<file path="src/rtl/md_stall_if.sv">
// Handshake bundle between the pipeline control and the multiply/divide
// stall controller. The pipeline side is the master and the controller is the slave.
interface md_stall_if;
    logic       start_E;
    logic [1:0] op_E;
    logic       md_use_D;
    logic       other_stall_D;
    logic       kill;
    logic       busy;
    logic       md_done;
    logic [3:0] cnt;
    logic       en_PC;
    logic       en_FD;
    logic       clr_DE;
    logic       proto_err;

    modport master (
        output start_E, op_E, md_use_D, other_stall_D, kill,
        input  busy, md_done, cnt, en_PC, en_FD, clr_DE, proto_err
    );

    modport slave (
        input  start_E, op_E, md_use_D, other_stall_D, kill,
        output busy, md_done, cnt, en_PC, en_FD, clr_DE, proto_err
    );
endinterface

</file>
<file path="src/rtl/md_stall_ctrl.sv">
// Multiply/divide occupancy tracker and D-stage stall generator.
//
// state | meaning
// ------+---------------------------------------------------------------
// IDLE  | MD unit free, cnt = 0
// RUN   | operation in flight, cnt = remaining busy cycles (cnt..1)
module md_stall_ctrl #(
    parameter int MULT_LAT = 5,
    parameter int DIV_LAT  = 10
) (
    input  logic clk,
    input  logic reset,
    md_stall_if.slave md
);
    localparam logic [0:0] IDLE = 1'b0;
    localparam logic [0:0] RUN  = 1'b1;

    localparam logic [3:0] MULT_CNT = 4'(MULT_LAT);
    localparam logic [3:0] DIV_CNT  = 4'(DIV_LAT);

    logic [0:0] state;
    logic [3:0] cnt_q;
    logic       md_done_q;
    logic       proto_err_q;
    logic       stall;

    // Occupancy state, countdown, completion pulse; kill overrides everything.
    always_ff @(posedge clk or negedge reset) begin
        if (!reset) begin
            state     <= IDLE;
            cnt_q     <= 4'd0;
            md_done_q <= 1'b0;
        end else begin
            md_done_q <= 1'b0;
            if (md.kill) begin
                state <= IDLE;
                cnt_q <= 4'd0;
            end else begin
                case (state)
                    IDLE: begin
                        if (md.start_E) begin
                            state <= RUN;
                            cnt_q <= md.op_E[1] ? DIV_CNT : MULT_CNT;
                        end
                    end
                    RUN: begin
                        // <= 1 rather than == 1 so cnt can never wrap below zero
                        if (cnt_q <= 4'd1) begin
                            state     <= IDLE;
                            cnt_q     <= 4'd0;
                            md_done_q <= 1'b1;
                        end else begin
                            cnt_q <= cnt_q - 4'd1;
                        end
                    end
                    default: begin
                        state <= IDLE;
                        cnt_q <= 4'd0;
                    end
                endcase
            end
        end
    end

    // Sticky flag: a new issue arrived while the unit was still occupied.
    always_ff @(posedge clk or negedge reset) begin
        if (!reset) begin
            proto_err_q <= 1'b0;
        end else if (md.start_E && (state == RUN)) begin
            proto_err_q <= 1'b1;
        end
    end

    // D-stage stall: MD-class instruction must wait for an issuing or busy unit.
    always_comb begin
        stall = md.other_stall_D | (md.md_use_D & (md.start_E | (state == RUN)));
    end

    assign md.busy      = (state == RUN);
    assign md.cnt       = cnt_q;
    assign md.md_done   = md_done_q;
    assign md.proto_err = proto_err_q;
    assign md.en_PC     = ~stall;
    assign md.en_FD     = ~stall;
    assign md.clr_DE    = stall;
endmodule

</file>
<file path="src/flat_wrapper.sv">
// flat-port wrapper written by rule: the top's interface ports become plain ports
module md_stall_ctrl_flat 
#(
    parameter int MULT_LAT = 5,
    parameter int DIV_LAT  = 10
)
  (clk, reset, md_start_E, md_op_E, md_md_use_D, md_other_stall_D, md_kill, md_busy, md_md_done, md_cnt, md_en_PC, md_en_FD, md_clr_DE, md_proto_err);
  md_stall_if md_i ();
  input  logic clk;
  input  logic reset;
  input wire logic [$bits(md_i.start_E)-1:0] md_start_E;
  input wire logic [$bits(md_i.op_E)-1:0] md_op_E;
  input wire logic [$bits(md_i.md_use_D)-1:0] md_md_use_D;
  input wire logic [$bits(md_i.other_stall_D)-1:0] md_other_stall_D;
  input wire logic [$bits(md_i.kill)-1:0] md_kill;
  output wire logic [$bits(md_i.busy)-1:0] md_busy;
  output wire logic [$bits(md_i.md_done)-1:0] md_md_done;
  output wire logic [$bits(md_i.cnt)-1:0] md_cnt;
  output wire logic [$bits(md_i.en_PC)-1:0] md_en_PC;
  output wire logic [$bits(md_i.en_FD)-1:0] md_en_FD;
  output wire logic [$bits(md_i.clr_DE)-1:0] md_clr_DE;
  output wire logic [$bits(md_i.proto_err)-1:0] md_proto_err;
  assign md_i.start_E = md_start_E;
  assign md_i.op_E = md_op_E;
  assign md_i.md_use_D = md_md_use_D;
  assign md_i.other_stall_D = md_other_stall_D;
  assign md_i.kill = md_kill;
  assign md_busy = md_i.busy;
  assign md_md_done = md_i.md_done;
  assign md_cnt = md_i.cnt;
  assign md_en_PC = md_i.en_PC;
  assign md_en_FD = md_i.en_FD;
  assign md_clr_DE = md_i.clr_DE;
  assign md_proto_err = md_i.proto_err;
  md_stall_ctrl #(.MULT_LAT(MULT_LAT), .DIV_LAT(DIV_LAT)) u_core (.clk(clk), .reset(reset), .md(md_i));
endmodule
</file>
<file path="config.mk">
export PLATFORM = sky130hd
export DESIGN_NAME = md_stall_ctrl_flat
export DESIGN_NICKNAME = d
export VERILOG_FILES = /design/src/rtl/md_stall_if.sv /design/src/rtl/md_stall_ctrl.sv /design/src/flat_wrapper.sv
export SDC_FILE = /design/constraint.sdc
export NUM_CORES = 1
export LEC_CHECK = 0
export CAP_MARGIN = 15
export CELL_PAD_IN_SITES_DETAIL_PLACEMENT = 1
export CELL_PAD_IN_SITES_GLOBAL_PLACEMENT = 2
export CORE_MARGIN = 2
export CORE_UTILIZATION = 22
export DETAILED_ROUTE_END_ITERATION = 6
export MAX_ROUTING_LAYER = met4
export PLACE_DENSITY_LB_ADDON = 0.1
export SETUP_SLACK_MARGIN = 0.15
export SLEW_MARGIN = 20
export SYNTH_ARGS = -nofsm -noshare
export SYNTH_HDL_FRONTEND = slang
export SYNTH_SLANG_ARGS = --single-unit
export TNS_END_PERCENT = 50
</file>
<file path="constraint.sdc">
create_clock -name clk -period 1.7 [get_ports clk]
set_input_delay 0.34 -clock clk [delete_from_list [all_inputs] [get_ports clk]]
set_output_delay 0.34 -clock clk [all_outputs]
set_load 0.05 [all_outputs]
</file>
After elaboration in Yosys (flattened, before gate mapping)
Index checks and enable logic that the tools add are counted.
{ "totals": {"regBits": 7, "input_bits": 8, "out_inout_bits": 10, "wordCells": 25} }
{ "classes": {"add_sub_neg": 1, "magnitude_cmp": 1, "eq_ne": 1, "muxes": 12, "bitwise_logic": 5, "n_reduce_logical": 1} }
{ "ops": {"columns": ["op", "n"], "rows": [
  ["4-bit 2-to-1 mux", 4],
  ["4-bit case mux with 2 select lines", 1],
  ["1-bit 2-to-1 mux", 6],
  ["4-bit by 1-bit <= comparator with 1-bit output, second input constant", 1],
  ["4-bit by 1-bit subtractor with 4-bit output, second input constant", 1],
  ["3-bit inequality test, second input constant", 1],
  ["1-bit NOT", 2],
  ["1-bit OR", 2],
  ["1-bit case mux with 2 select lines", 1],
  ["1-bit bitwise AND", 1],
  ["1-bit logical AND", 1]
]} }

Logic depth before layout (Yosys ltp)
Gate-level depths: netlist of the first run.
{ "depth": {"word_depth": 4, "ltp_mapped": 5, "depth_no_buf": 5} }

Worst setup path after synthesis of the first run
Ideal clock, no wire load.
{ "synth_path": {"path_type": "reg-to-output", "startpoint": "register u_core.state (netlist: u_core.md.busy)", "endpoint": "output port md_en_PC", "arrival_time_ns": 1.966, "required_time_ns": 1.360, "slack_ns": -0.606, "stages_incl_launch_ff": 5, "path_cell_list": "dfrtp_1 > or2_2 > a21o_1 > inv_1 > buf_4"} }
{ "synth_between": {"elab_chain_cells": 4} }
{ "synth_lines": {"columns": ["item", "line", "source"], "rows": [
  ["from (decl)", "md_stall_ctrl.sv:21", "logic [0:0] state;"],
  ["from (signal assigned)", "md_stall_ctrl.sv:30", "state <= IDLE;"],
  ["from (signal assigned)", "md_stall_ctrl.sv:36", "state <= IDLE;"],
  ["from (signal assigned)", "md_stall_ctrl.sv:42", "state <= RUN;"],
  ["1-bit OR", "md_stall_ctrl.sv:76", "stall = md.other_stall_D | (md.md_use_D & (md.start_E | (state == RUN)));"],
  ["1-bit bitwise AND", "md_stall_ctrl.sv:76", null],
  ["1-bit OR", "md_stall_ctrl.sv:76", null],
  ["named net md_clr_DE", "flat_wrapper.sv:21", "output wire logic [$bits(md_i.clr_DE)-1:0] md_clr_DE;"],
  ["1-bit NOT", null, null],
  ["to (decl)", "flat_wrapper.sv:19", "output wire logic [$bits(md_i.en_PC)-1:0] md_en_PC;"]
]} }
The timed path passes the listed nets, and every way through them passes these cells.

Final worst setup path of the first run
{ "layout_path": {"startpoint": "register u_core.state (netlist: u_core.md.busy)", "endpoint": "output port md_en_PC"} }
{ "layout_between": {"elab_chain_cells": 4} }
{ "layout_lines": {"columns": ["item", "line", "source"], "rows": [
  ["1-bit OR", "md_stall_ctrl.sv:76", null],
  ["1-bit bitwise AND", "md_stall_ctrl.sv:76", null],
  ["1-bit OR", "md_stall_ctrl.sv:76", null],
  ["1-bit NOT", "md_stall_ctrl.sv:83", "assign md.en_PC = ~stall;"]
]} }
Every way passes these cells.

==> impl_metrics.py, run 1 <==
metrics = {
    "run_status": {
        "status": "complete, but fails checks",
        "violations": "negative setup slack",
    },
    "clocking": {
        "post_cts_buffers": 0,
        "clock_sink_count": 7,
        "hold_buffers": 0,
        "cts_max_path_buffers": 2,
        "ctsHtreeMaxLevel": 1,
        "cts_root_buffer": "sky130_fd_sc_hd__clkbuf_4",
        "cts_tree": "built",
        "clock_latency_late_sink_ns": 0.25,
        "cts_inserted_buffers": 3,
        "clk_pin_slew_ns": 0.06,
    },
    "logic_synthesis": {
        "synth.yosys.warnings": 0,
        "cell_count_after_synthesis": 44,
        "synth_area_leaders": "sky130_fd_sc_hd__dfrtp_1, sky130_fd_sc_hd__ha_1, sky130_fd_sc_hd__inv_1",
        "synthesis.area_per_instance_um2": 9.36,
        "synth-xor-area-share": 0,
        "synth_top_cell_by_area": "sky130_fd_sc_hd__dfrtp_1",
        "adder_cell_fraction_of_synth_area": 0.0608,
        "synth_area_in_compound_gates": 0.261,
        "post_synth_num_cell_types": 23,
        "post_synth_mux_area_share": 0,
        "synthesis.area_um2": 412,
        "post_synth_top_area_share": 0.426,
        "synth_sequential_area_ratio": 0.426,
        "combinational_family_with_the_most_area_after_synthesis": "compound AO/OA/AOI/OAI gates",
        "synth_simple_gate_area_share": 0.179,
        "synth.ff_latch_count": 7,
        "mappedNetlistNets": 54,
    },
    "power_and_ir_drop": {
        "irDropWorstVdd_uv": 559,
        "leakagePower_nw": 0.328,
        "power_per_cell_area_mw_per_mm2": 935,
    },
    "grt": {
        "grt_max_degree": 13,
        "vias_in_the_first_global_route": 435,
        "antenna_found_initial": 0,
        "grt_pass1_wl_um": 2010,
        "grt_usage": 0.137,
        "grt-ovfl-total": 0,
    },
    "timing": {
        "final.min_clock_period_ns": 1.70,
        "timing.final.ws_setup_ns": -0.00135,
        "setup_repair_after_global_routing_missed_its_margin": "true",
        "fin_worst_skew_ns": 0.00458,
        "finalSetupViolations": 2,
        "max_clock_freq_ghz": 0.588,
        "pins_over_slew_limit": 0,
        "slew-limit-headroom": 0.756,
        "hold_violations": 0,
        "worst_pin_slew_ns": 0.364,
        "timing.final.crit_share": 1.00,
    },
    "worst_setup_path": {
        "crit_path_end_kind": "output pin",
        "timing.rr.start": "u_core.md.cnt[1]",
        "startpoint_type": "flop",
        "crit_path_dat_ns": 1.36,
        "r2r_slack_ns": 0.26,
        "critPathMaxStageDelay_ns": 0.39,
        "worst_setup_path_category": "flop to output pin",
        "worstPathRequired_ns": 1.36,
        "crit_chain": "or2_4, a21o_4, clkinvlp_4, buf_12",
        "endpoint": "md_en_PC",
        "crit-reg2reg-capture": "u_core.md.cnt[3]",
        "critical-path-slowest-cell": "sky130_fd_sc_hd__dfrtp_2",
        "critPathMaxFanout": 2,
        "worst_case_reg_to_reg_path_depth": 3,
        "timing.critical_path.depth": 4,
        "worstSetupStartpoint": "u_core.md.busy",
        "crit_path_leading_delay_family": "flip-flops",
        "worst-path-buf-inv": 2,
    },
    "place": {
        "port-buffer-count": 16,
        "post_dp_cell_area_um2": 694,
        "finalWeightedCongestion": 0.672,
        "post_place_worst_slack_ns": -0.130,
        "hpwl_um": 996,
    },
    "detailed_routing": {
        "drt_first_iter_violations": 0,
        "wire_per_inst_um": 13.8,
        "post-route-drc-count": 0,
        "detailroute.via_count": 428,
        "detail-route-antenna-nets": 0,
        "drt-vias-per-instance": 4.65,
        "route.final.wire_length_um": 1270,
        "drt_pre_antenna_iters": 1,
    },
    "final_layout": {
        "final_nets": 78,
        "syn_to_final_growth_pct": 75.1,
        "fraction_of_final_layout_cells_with_drive_strength_greater_than_1": 0.358,
        "inserted_diodes": 0,
        "final_area_um2": 721,
    },
    "floorplan": {
        "fp.dieW_um": 47.3,
        "initial_utilization": 0.236,
        "count_of_pins_on_the_block_boundary": 18,
        "fp-row-count": 15,
        "die_area_mm2": 0.00223,
        "dieHeight_um": 47.3,
        "floorplan_core_area_mm2": 0.00175,
    },
    "job": {
        "drv_cap": 0,
    },
    "hold_path": {
        "worstHoldPathType": "input pin to async pin",
    },
}
## Yosys cell counts
master	number
sky130_fd_sc_hd__dfrtp_1	7
sky130_fd_sc_hd__inv_1	5
sky130_fd_sc_hd__nand2_1	5
sky130_fd_sc_hd__nor2_1	3
sky130_fd_sc_hd__a21o_1	2
sky130_fd_sc_hd__and3_1	2
sky130_fd_sc_hd__ha_1	2
sky130_fd_sc_hd__o211ai_1	2
sky130_fd_sc_hd__o31ai_1	2
sky130_fd_sc_hd__a21oi_1	1
sky130_fd_sc_hd__a32o_1	1
sky130_fd_sc_hd__and2_1	1
sky130_fd_sc_hd__buf_4	1
sky130_fd_sc_hd__clkbuf_1	1
sky130_fd_sc_hd__nor2b_1	1
sky130_fd_sc_hd__nor3_1	1
sky130_fd_sc_hd__o2111ai_1	1
sky130_fd_sc_hd__o211a_1	1
sky130_fd_sc_hd__o21a_1	1
sky130_fd_sc_hd__o21ai_0	1
sky130_fd_sc_hd__o41ai_2	1
sky130_fd_sc_hd__or2_2	1
sky130_fd_sc_hd__or4_1	1
## worst min-delay path by stage
stage / startpoint / to / slack, ns / depth (start not counted)
global route: reset / u_core.md.cnt[1] / 0.39 / 1
detailed placement: u_core.md.proto_err / u_core.md.proto_err / 0.46 / 1
CTS: reset / u_core.md.cnt[3] / 0.36 / 1
finish: reset / u_core.md.cnt[3] / 0.36 / 1
floorplan: reset / u_core.md.busy / 0.04 / 0
global placement: u_core.md.proto_err / u_core.md.proto_err / 0.45 / 1
## state kept, by name, summed over array words and instances, names as in the netlist
register / cells
u_core.md.proto_err: 1
u_core.md.cnt: 4
u_core.md.md_done: 1
u_core.md.busy: 1
## worst reg2reg max path, stage by stage, from the launching register on
cell	delay, ns
sky130_fd_sc_hd__dfrtp_1	0.42
sky130_fd_sc_hd__or4_1	0.47
sky130_fd_sc_hd__and3_1	0.19
sky130_fd_sc_hd__o41ai_2	0.27
## cells by family (layout without fill, tap and decap cells)
logic type | after synthesis | count (layout)
fa+ha+maj | 2 | 2
buf+inv | 7 | 30
compound gates | 13 | 13
simple gates | 15 | 15
flops | 7 | 7
## timing repair
item / CTS / global route
pin swaps: 1 / 2
setup endpoints to repair: 3 / 4
gates resized for setup: 1 / 1
## through the flow
| step | util | TNS, ns | power [mW] | hold WS, ns | cells |
|---|---|---|---|---|---|
| after floorplan | - | -0.0963 | 0.375 | 0.0444 | 44 |
| after global placement | 0.398 | -0.315 | 0.520 | 0.451 | 88 |
| after detailed placement | 0.398 | -0.333 | 0.523 | 0.457 | 88 |
| after CTS | 0.412 | -0.0325 | 0.678 | 0.364 | 92 |
| after global routing | 0.413 | -0.0721 | 0.714 | 0.392 | 92 |
| final | 0.413 | -0.00260 | 0.673 | 0.363 | 92 |
## cells in the final DEF (no fill, tap or decap), drive strengths merged
| cell type | instances |
|---|---|
| dfrtp | 7 |
| a21oi | 1 |
| o2111ai | 1 |
| clkdlybuf4s50 | 5 |
| nor2b | 1 |
| or4 | 1 |
| clkinvlp | 1 |
| nand2 | 5 |
| o211a | 1 |
| dlygate4sd2 | 1 |
| or2 | 1 |
| a21o | 2 |
| nor3 | 1 |
| o41ai | 1 |
| o21a | 1 |
| and2 | 1 |
| buf | 15 |
| and3 | 2 |
| a32o | 1 |
| nor2 | 3 |
| clkbuf | 4 |
| inv | 4 |
| o21ai | 1 |
| o31ai | 2 |
| ha | 2 |
| o211ai | 2 |
## per-layer routing
metal  share of wire  wire length, um  track usage
met1            0.43              547        0.180
met2            0.52              664        0.208
met5               0                0            -
met3           0.046               59       0.0577
met4               0                0            0
## layout make-up
class                      instances  area [um2]
fill                             202        1020
timing repair buffer              21         246
multi-input combinational         30         216
sequential                         7         178
tap                               25        31.3
clock buffer                       4        26.3
inverter                           5        22.5
## report_power, final
part | switching [mW] | total [mW] | leakage [nW] | internal [mW]
logic | 0.175 | 0.314 | 0.228 | 0.139
clock network | 0.0660 | 0.156 | 0.0150 | 0.0899
registers | 0.0180 | 0.204 | 0.0848 | 0.186
total | 0.259 | 0.673 | 0.328 | 0.415
Power figures use the tool's default switching activity.
==> run 2, diff against run 1 <==
--- a/config.mk
+++ b/config.mk
@@ -12,7 +12,7 @@
 export CORE_UTILIZATION = 22
 export DETAILED_ROUTE_END_ITERATION = 6
 export MAX_ROUTING_LAYER = met4
-export PLACE_DENSITY_LB_ADDON = 0.1
+export PLACE_DENSITY = 0.77
 export SETUP_SLACK_MARGIN = 0.15
 export SLEW_MARGIN = 20
 export SYNTH_ARGS = -nofsm -noshare
==> run 2 against run 1 <==
Effect of this change:
- the run now ends clean
- non-clock buffer count shrank 1
- clock skew is 0.0041 ns higher
- utilization did not move
- die area stayed put
- sequential power up 2%
- hold slack worse by 0.010 ns
- power grew 0.52%
- maximum frequency increased by 0.83%
==> impl_metrics.py, run 2 (same netlist as run 1, synthesis figures left out) <==
metrics = {
    "final_layout": {
        "final_area_um2": 721,
        "inserted_diodes": 0,
        "final-instance-count-excl-fill": 91,
        "layout.cells.most_common": "sky130_fd_sc_hd__buf_4",
        "final_nets": 77,
        "fraction_of_final_layout_cells_with_drive_strength_greater_than_1": 0.379,
        "regArea_um2": 178,
        "syn_to_final_growth_pct": 75.1,
        "largest_reg_flops": 4,
        "multi_input_comb_area_um2": 236,
        "fillers": 206,
        "layout.core_utilization": 0.413,
        "layout_common_cells": "sky130_fd_sc_hd__buf_4, sky130_fd_sc_hd__nand2_1, sky130_fd_sc_hd__clkdlybuf4s50_1, sky130_fd_sc_hd__buf_12, sky130_fd_sc_hd__dfrtp_1",
    },
    "place": {
        "hpwl_um": 963,
        "port-buffer-count": 16,
        "post_dp_cell_area_um2": 674,
        "dp_cells": 87,
        "finalWeightedCongestion": 0.749,
    },
    "worst_setup_path": {
        "worstSetupStartpoint": "u_core.md.busy",
        "r2r_slack_ns": 0.13,
        "startpoint_type": "flop",
        "crit_path_dat_ns": 1.35,
        "critPathMaxFanout": 2,
        "crit_path_end_kind": "output pin",
        "critical-path-slowest-cell": "sky130_fd_sc_hd__dfrtp_2",
        "worstPathRequired_ns": 1.36,
        "timing.rr.start": "u_core.md.cnt[3]",
        "crit_chain": "or2_4, a21o_4, clkinvlp_4, buf_12",
        "critPathMaxStageDelay_ns": 0.40,
        "worst_case_reg_to_reg_path_depth": 3,
        "crit-reg2reg-capture": "u_core.md.cnt[3]",
        "worst_setup_path_category": "flop to output pin",
        "endpoint": "md_en_PC",
    },
    "timing": {
        "fin_worst_skew_ns": 0.00871,
        "worst_pin_slew_ns": 0.354,
        "hold_violations": 0,
        "finalSetupViolations": 0,
        "timing.final.crit_share": 0.993,
        "setup_repair_after_global_routing_missed_its_margin": "true",
        "pins_over_slew_limit": 0,
        "slew-limit-headroom": 0.763,
        "setup-tns-final_ns": 0,
        "max_clock_freq_ghz": 0.593,
        "final.min_clock_period_ns": 1.69,
    },
    "hold_path": {
        "worstHoldPathType": "input pin to async pin",
    },
    "floorplan": {
        "dieHeight_um": 47.3,
        "floorplan_core_area_mm2": 0.00175,
        "count_of_pins_on_the_block_boundary": 18,
        "fp.dieW_um": 47.3,
        "die_area_mm2": 0.00223,
        "fp-row-count": 15,
        "initial_utilization": 0.236,
    },
    "clocking": {
        "clk_pin_slew_ns": 0.06,
        "hold_buffers": 0,
        "ctsHtreeMaxLevel": 1,
        "clock_latency_late_sink_ns": 0.26,
        "cts_inserted_buffers": 3,
        "cts_tree": "built",
        "cts_root_buffer": "sky130_fd_sc_hd__clkbuf_4",
        "clock_sink_count": 7,
        "cts_max_path_buffers": 2,
    },
    "power_and_ir_drop": {
        "leakagePower_nw": 0.321,
        "irDropWorstVdd_uv": 407,
        "power_per_cell_area_mw_per_mm2": 939,
    },
    "detailed_routing": {
        "detail-route-antenna-nets": 0,
        "drt_first_iter_violations": 9,
        "detailroute.via_count": 422,
        "post-route-drc-count": 0,
        "wire_per_inst_um": 13.7,
        "route.final.wire_length_um": 1250,
        "drt-vias-per-instance": 4.64,
        "drt_pre_antenna_iters": 4,
    },
    "grt": {
        "grt-ovfl-total": 0,
        "vias_in_the_first_global_route": 407,
        "grt_pass1_wl_um": 1860,
        "grt_usage": 0.131,
        "grt_max_degree": 13,
        "antenna_found_initial": 0,
    },
    "run_status": {
        "status": "finished, final reports clean",
    },
    "job": {
        "drv_cap": 0,
    },
}
-- run 2: cell types whose count changed in the layout (fill, tap and decap cells not counted), sizes merged --
cell  before  now
buf       15   14
-- run 2: worst max-delay path, delay by kind of cell (launching register included) --
family | cells | cell delay (ns)
AO/OA/AOI/OAI | 1 | 0.21
buffers and inverters | 2 | 0.24
flip-flops | 1 | 0.40
AND/OR/NAND/NOR | 1 | 0.23
-- run 2: power breakdown --
part	internal, mW	total [mW]	switching [mW]
combinational	0.137	0.309	0.172
sequential	0.186	0.208	0.0228
clock	0.0901	0.160	0.0695
-- run 2: timing repair --
| action | in CTS | in global routing |
|---|---|---|
| buffers inserted | 0 | 0 |
| resized for setup | 1 | 4 |
| pin swaps | 1 | 3 |
| setup endpoints to repair | 3 | 4 |
-- run 2: worst min path at each step --
stage / endpoint / startpoint / slack (ns) / cells after the start
3_5_place_dp: u_core.md.proto_err / u_core.md.proto_err / 0.45 / 1
5_1_grt: u_core.md.busy / reset / 0.37 / 1
6_report: u_core.md.cnt[2] / reset / 0.35 / 1
2_1_floorplan: u_core.md.busy / reset / 0.04 / 0
4_1_cts: u_core.md.md_done / reset / 0.37 / 1
3_3_place_gp: u_core.md.proto_err / u_core.md.proto_err / 0.44 / 1
-- run 2: area by class of cell --
class	count	share of cell area
Clock buffer	4	0.0365
Inverter	5	0.0313
Multi-Input combinational cell	30	0.328
Sequential cell	7	0.247
Tap cell	25	0.0434
Timing Repair Buffer	20	0.314
-- run 2: per-layer routing --
| layer | share of wire | vias to the layer above | routed length, um | track usage |
|---|---|---|---|---|
| met2 | 0.52 | 10 | 654 | 0.200 |
| met3 | 0.035 | 0 | 44 | 0.0462 |
| li1 | - | 199 | - | - |
| met1 | 0.44 | 213 | 551 | 0.158 |
| met5 | 0 | - | 0 | - |
| met4 | 0 | 0 | 0 | 0.0500 |
-- run 2: per-stage QoR --
step / power (mW) / setup WS (ns) / hold WS (ns)
floorplan: 0.375 / -0.0963 / 0.0444
global placement: 0.499 / -0.123 / 0.442
detailed placement: 0.505 / -0.125 / 0.454
CTS: 0.663 / -0.0153 / 0.371
global route: 0.710 / -0.0279 / 0.373
finish: 0.677 / 0.0126 / 0.352
==> run 3, diff against run 2 <==
--- a/config.mk
+++ b/config.mk
@@ -5,14 +5,15 @@
 export SDC_FILE = /design/constraint.sdc
 export NUM_CORES = 1
 export LEC_CHECK = 0
+export ABC_CLOCK_PERIOD_IN_PS = 1700
 export CAP_MARGIN = 15
 export CELL_PAD_IN_SITES_DETAIL_PLACEMENT = 1
 export CELL_PAD_IN_SITES_GLOBAL_PLACEMENT = 2
-export CORE_MARGIN = 2
+export CORE_MARGIN = 4
 export CORE_UTILIZATION = 22
 export DETAILED_ROUTE_END_ITERATION = 6
 export MAX_ROUTING_LAYER = met4
-export PLACE_DENSITY = 0.77
+export PLACE_DENSITY_LB_ADDON = 0.1
 export SETUP_SLACK_MARGIN = 0.15
 export SLEW_MARGIN = 20
 export SYNTH_ARGS = -nofsm -noshare
==> run 3 against run 2 <==
Effect of this change:
- critical path type unchanged
- largest power group unchanged
- highest routed layer unchanged
- hold slack got worse by 0.0026 ns
- worst setup slack worse by 0.0028 ns
- maximum frequency is 0.16% lower
==> impl_metrics.py, run 3 (same netlist as run 1, synthesis figures left out) <==
metrics = {
    "run_status": {
        "status": "finished, final reports clean",
    },
    "clocking": {
        "hold_buffers": 0,
        "cts_tree": "built",
        "ctsHtreeMaxLevel": 1,
        "clock_sink_count": 7,
        "cts_root_buffer": "sky130_fd_sc_hd__clkbuf_4",
        "clk_pin_slew_ns": 0.05,
        "post_cts_buffers": 0,
        "clock_latency_late_sink_ns": 0.25,
        "cts_max_path_buffers": 2,
        "cts_inserted_buffers": 3,
    },
    "timing": {
        "timing.final.crit_share": 0.994,
        "worst_pin_slew_ns": 0.338,
        "hold_violations": 0,
        "finalSetupViolations": 0,
        "final.min_clock_period_ns": 1.69,
        "setup-tns-final_ns": 0,
        "hold_ws_ns": 0.350,
        "setup_repair_after_global_routing_missed_its_margin": "true",
        "max_clock_freq_ghz": 0.592,
        "fin_worst_skew_ns": 0.00535,
        "pins_over_slew_limit": 0,
        "slew-limit-headroom": 0.773,
    },
    "detailed_routing": {
        "drt_pre_antenna_iters": 4,
        "route.final.wire_length_um": 1180,
        "drt-vias-per-instance": 4.48,
        "detailroute.via_count": 412,
        "post-route-drc-count": 0,
        "wire_per_inst_um": 12.9,
        "detail-route-antenna-nets": 0,
        "drt_first_iter_violations": 3,
    },
    "final_layout": {
        "syn_to_final_growth_pct": 74.8,
        "layout.cells.most_common": "sky130_fd_sc_hd__buf_4",
        "layout_common_cells": "sky130_fd_sc_hd__buf_4, sky130_fd_sc_hd__buf_12, sky130_fd_sc_hd__dfrtp_1",
        "layout.core_utilization": 0.412,
        "final_nets": 78,
        "largest_reg_flops": 4,
        "inserted_diodes": 0,
        "final-instance-count-excl-fill": 92,
        "fraction_of_final_layout_cells_with_drive_strength_greater_than_1": 0.343,
    },
    "worst_setup_path": {
        "worst_setup_path_category": "flop to output pin",
        "worst-path-buf-inv": 2,
        "crit_path_dat_ns": 1.35,
        "crit_path_end_kind": "output pin",
        "worstSetupStartpoint": "u_core.md.busy",
        "startpoint_type": "flop",
        "worstPathRequired_ns": 1.36,
        "crit_path_leading_delay_family": "flip-flops",
        "crit_chain": "or2_4, a21o_4, clkinvlp_4, buf_12",
        "timing.rr.start": "u_core.md.cnt[0]",
        "critical-path-slowest-cell": "sky130_fd_sc_hd__dfrtp_2",
        "critPathMaxStageDelay_ns": 0.40,
        "critPathMaxFanout": 2,
    },
    "power_and_ir_drop": {
        "p_total_mw": 0.665,
        "irDropWorstVdd_uv": 339,
        "power.combinational.fraction": 0.468,
        "power_per_cell_area_mw_per_mm2": 925,
        "p_sw_mw": 0.252,
        "seq_power_share": 0.306,
        "leakagePower_nw": 0.329,
        "power_internal_mw": 0.413,
        "clock_power_share": 0.227,
        "power.switching_fraction": 0.378,
    },
    "place": {
        "finalWeightedCongestion": 0.728,
        "hpwl_um": 972,
        "dp_cells": 88,
        "port-buffer-count": 16,
    },
    "floorplan": {
        "fp-row-count": 15,
        "dieHeight_um": 51.3,
        "count_of_pins_on_the_block_boundary": 18,
        "floorplan_core_area_mm2": 0.00175,
        "die_area_mm2": 0.00263,
        "initial_utilization": 0.236,
        "fp.dieW_um": 51.3,
    },
    "grt": {
        "vias_in_the_first_global_route": 437,
        "grt_pass1_wl_um": 2080,
        "grt_max_degree": 13,
        "grt-ovfl-total": 0,
        "antenna_found_initial": 0,
        "grt_usage": 0.113,
    },
    "job": {
        "drv_cap": 0,
    },
    "hold_path": {
        "worstHoldPathType": "input pin to async pin",
    },
}
run 3: cell types whose count changed in the layout (fill, tap and decap cells not counted):
cell	delta
sky130_fd_sc_hd__and3_1	+1
sky130_fd_sc_hd__and3_4	-1
sky130_fd_sc_hd__buf_12	+1
sky130_fd_sc_hd__dfrtp_1	+1
sky130_fd_sc_hd__dfrtp_2	-1
sky130_fd_sc_hd__o41ai_2	+1
sky130_fd_sc_hd__o41ai_4	-1
sky130_fd_sc_hd__or4_1	+1
sky130_fd_sc_hd__or4_4	-1
run 3: metal layers:
layer	up-vias	track usage	part of all wire
met5	-	-	0
met4	0	0.0262	0
met3	0	0.0641	0.064
met2	11	0.161	0.49
met1	201	0.138	0.45
li1	200	-	-
run 3: layout make-up:
type                       count  area, um2
inverter                       5       22.5
tap                           25       31.3
sequential                     7        176
multi-input combinational     30        216
clock buffer                   4       26.3
fill                         206       1030
timing repair buffer          21        246
run 3: what timing repair did:
item                                    4_1_cts  5_1_grt
pin swaps                                     1        2
cloned                                        0        0
endpoints found under the setup margin        3        4
gates resized for setup                       1        0
run 3: final timing paths:
kind	slack, ns	end	depth (start not counted)
setup / recovery	0.01	md_en_PC	4
hold / removal	0.35	u_core.md.md_done	1
setup reg to reg	0.20	u_core.md.cnt[3]	4
hold reg to reg	0.47	u_core.md.proto_err	1
max in group asynchronous	1.09	u_core.md.busy	1
min in group clk	0.47	u_core.md.proto_err	1
run 3: per-stage QoR:
| step | setup slack (ns) | cell area, um2 |
|---|---|---|
| after CTS | -0.0136 | 719 |
| after global placement | -0.121 | 694 |
| after floorplan | -0.0963 | 434 |
| after global routing | -0.0491 | 719 |
| final | 0.00987 | 719 |
| after detailed placement | -0.121 | 694 |
run 3: worst register-to-register path: cells and delay by family, from the launching register on:
kind,cells,cell delay (ns)
AO/OA/AOI/OAI,2,0.58
flip-flops,1,0.50
adder cells (fa/ha/maj),1,0.25
buffers and inverters,1,0.08
run 3: power groups by stage:
stage / combinational (mW) / clock, mW / sequential [mW]
6_report: 0.311 / 0.151 / 0.203
5_1_grt: 0.333 / 0.173 / 0.207
4_1_cts: 0.315 / 0.161 / 0.204
3_5_place_dp: 0.315 / 0 / 0.207
3_3_place_gp: 0.315 / 0 / 0.206
2_1_floorplan: 0.104 / 0 / 0.271
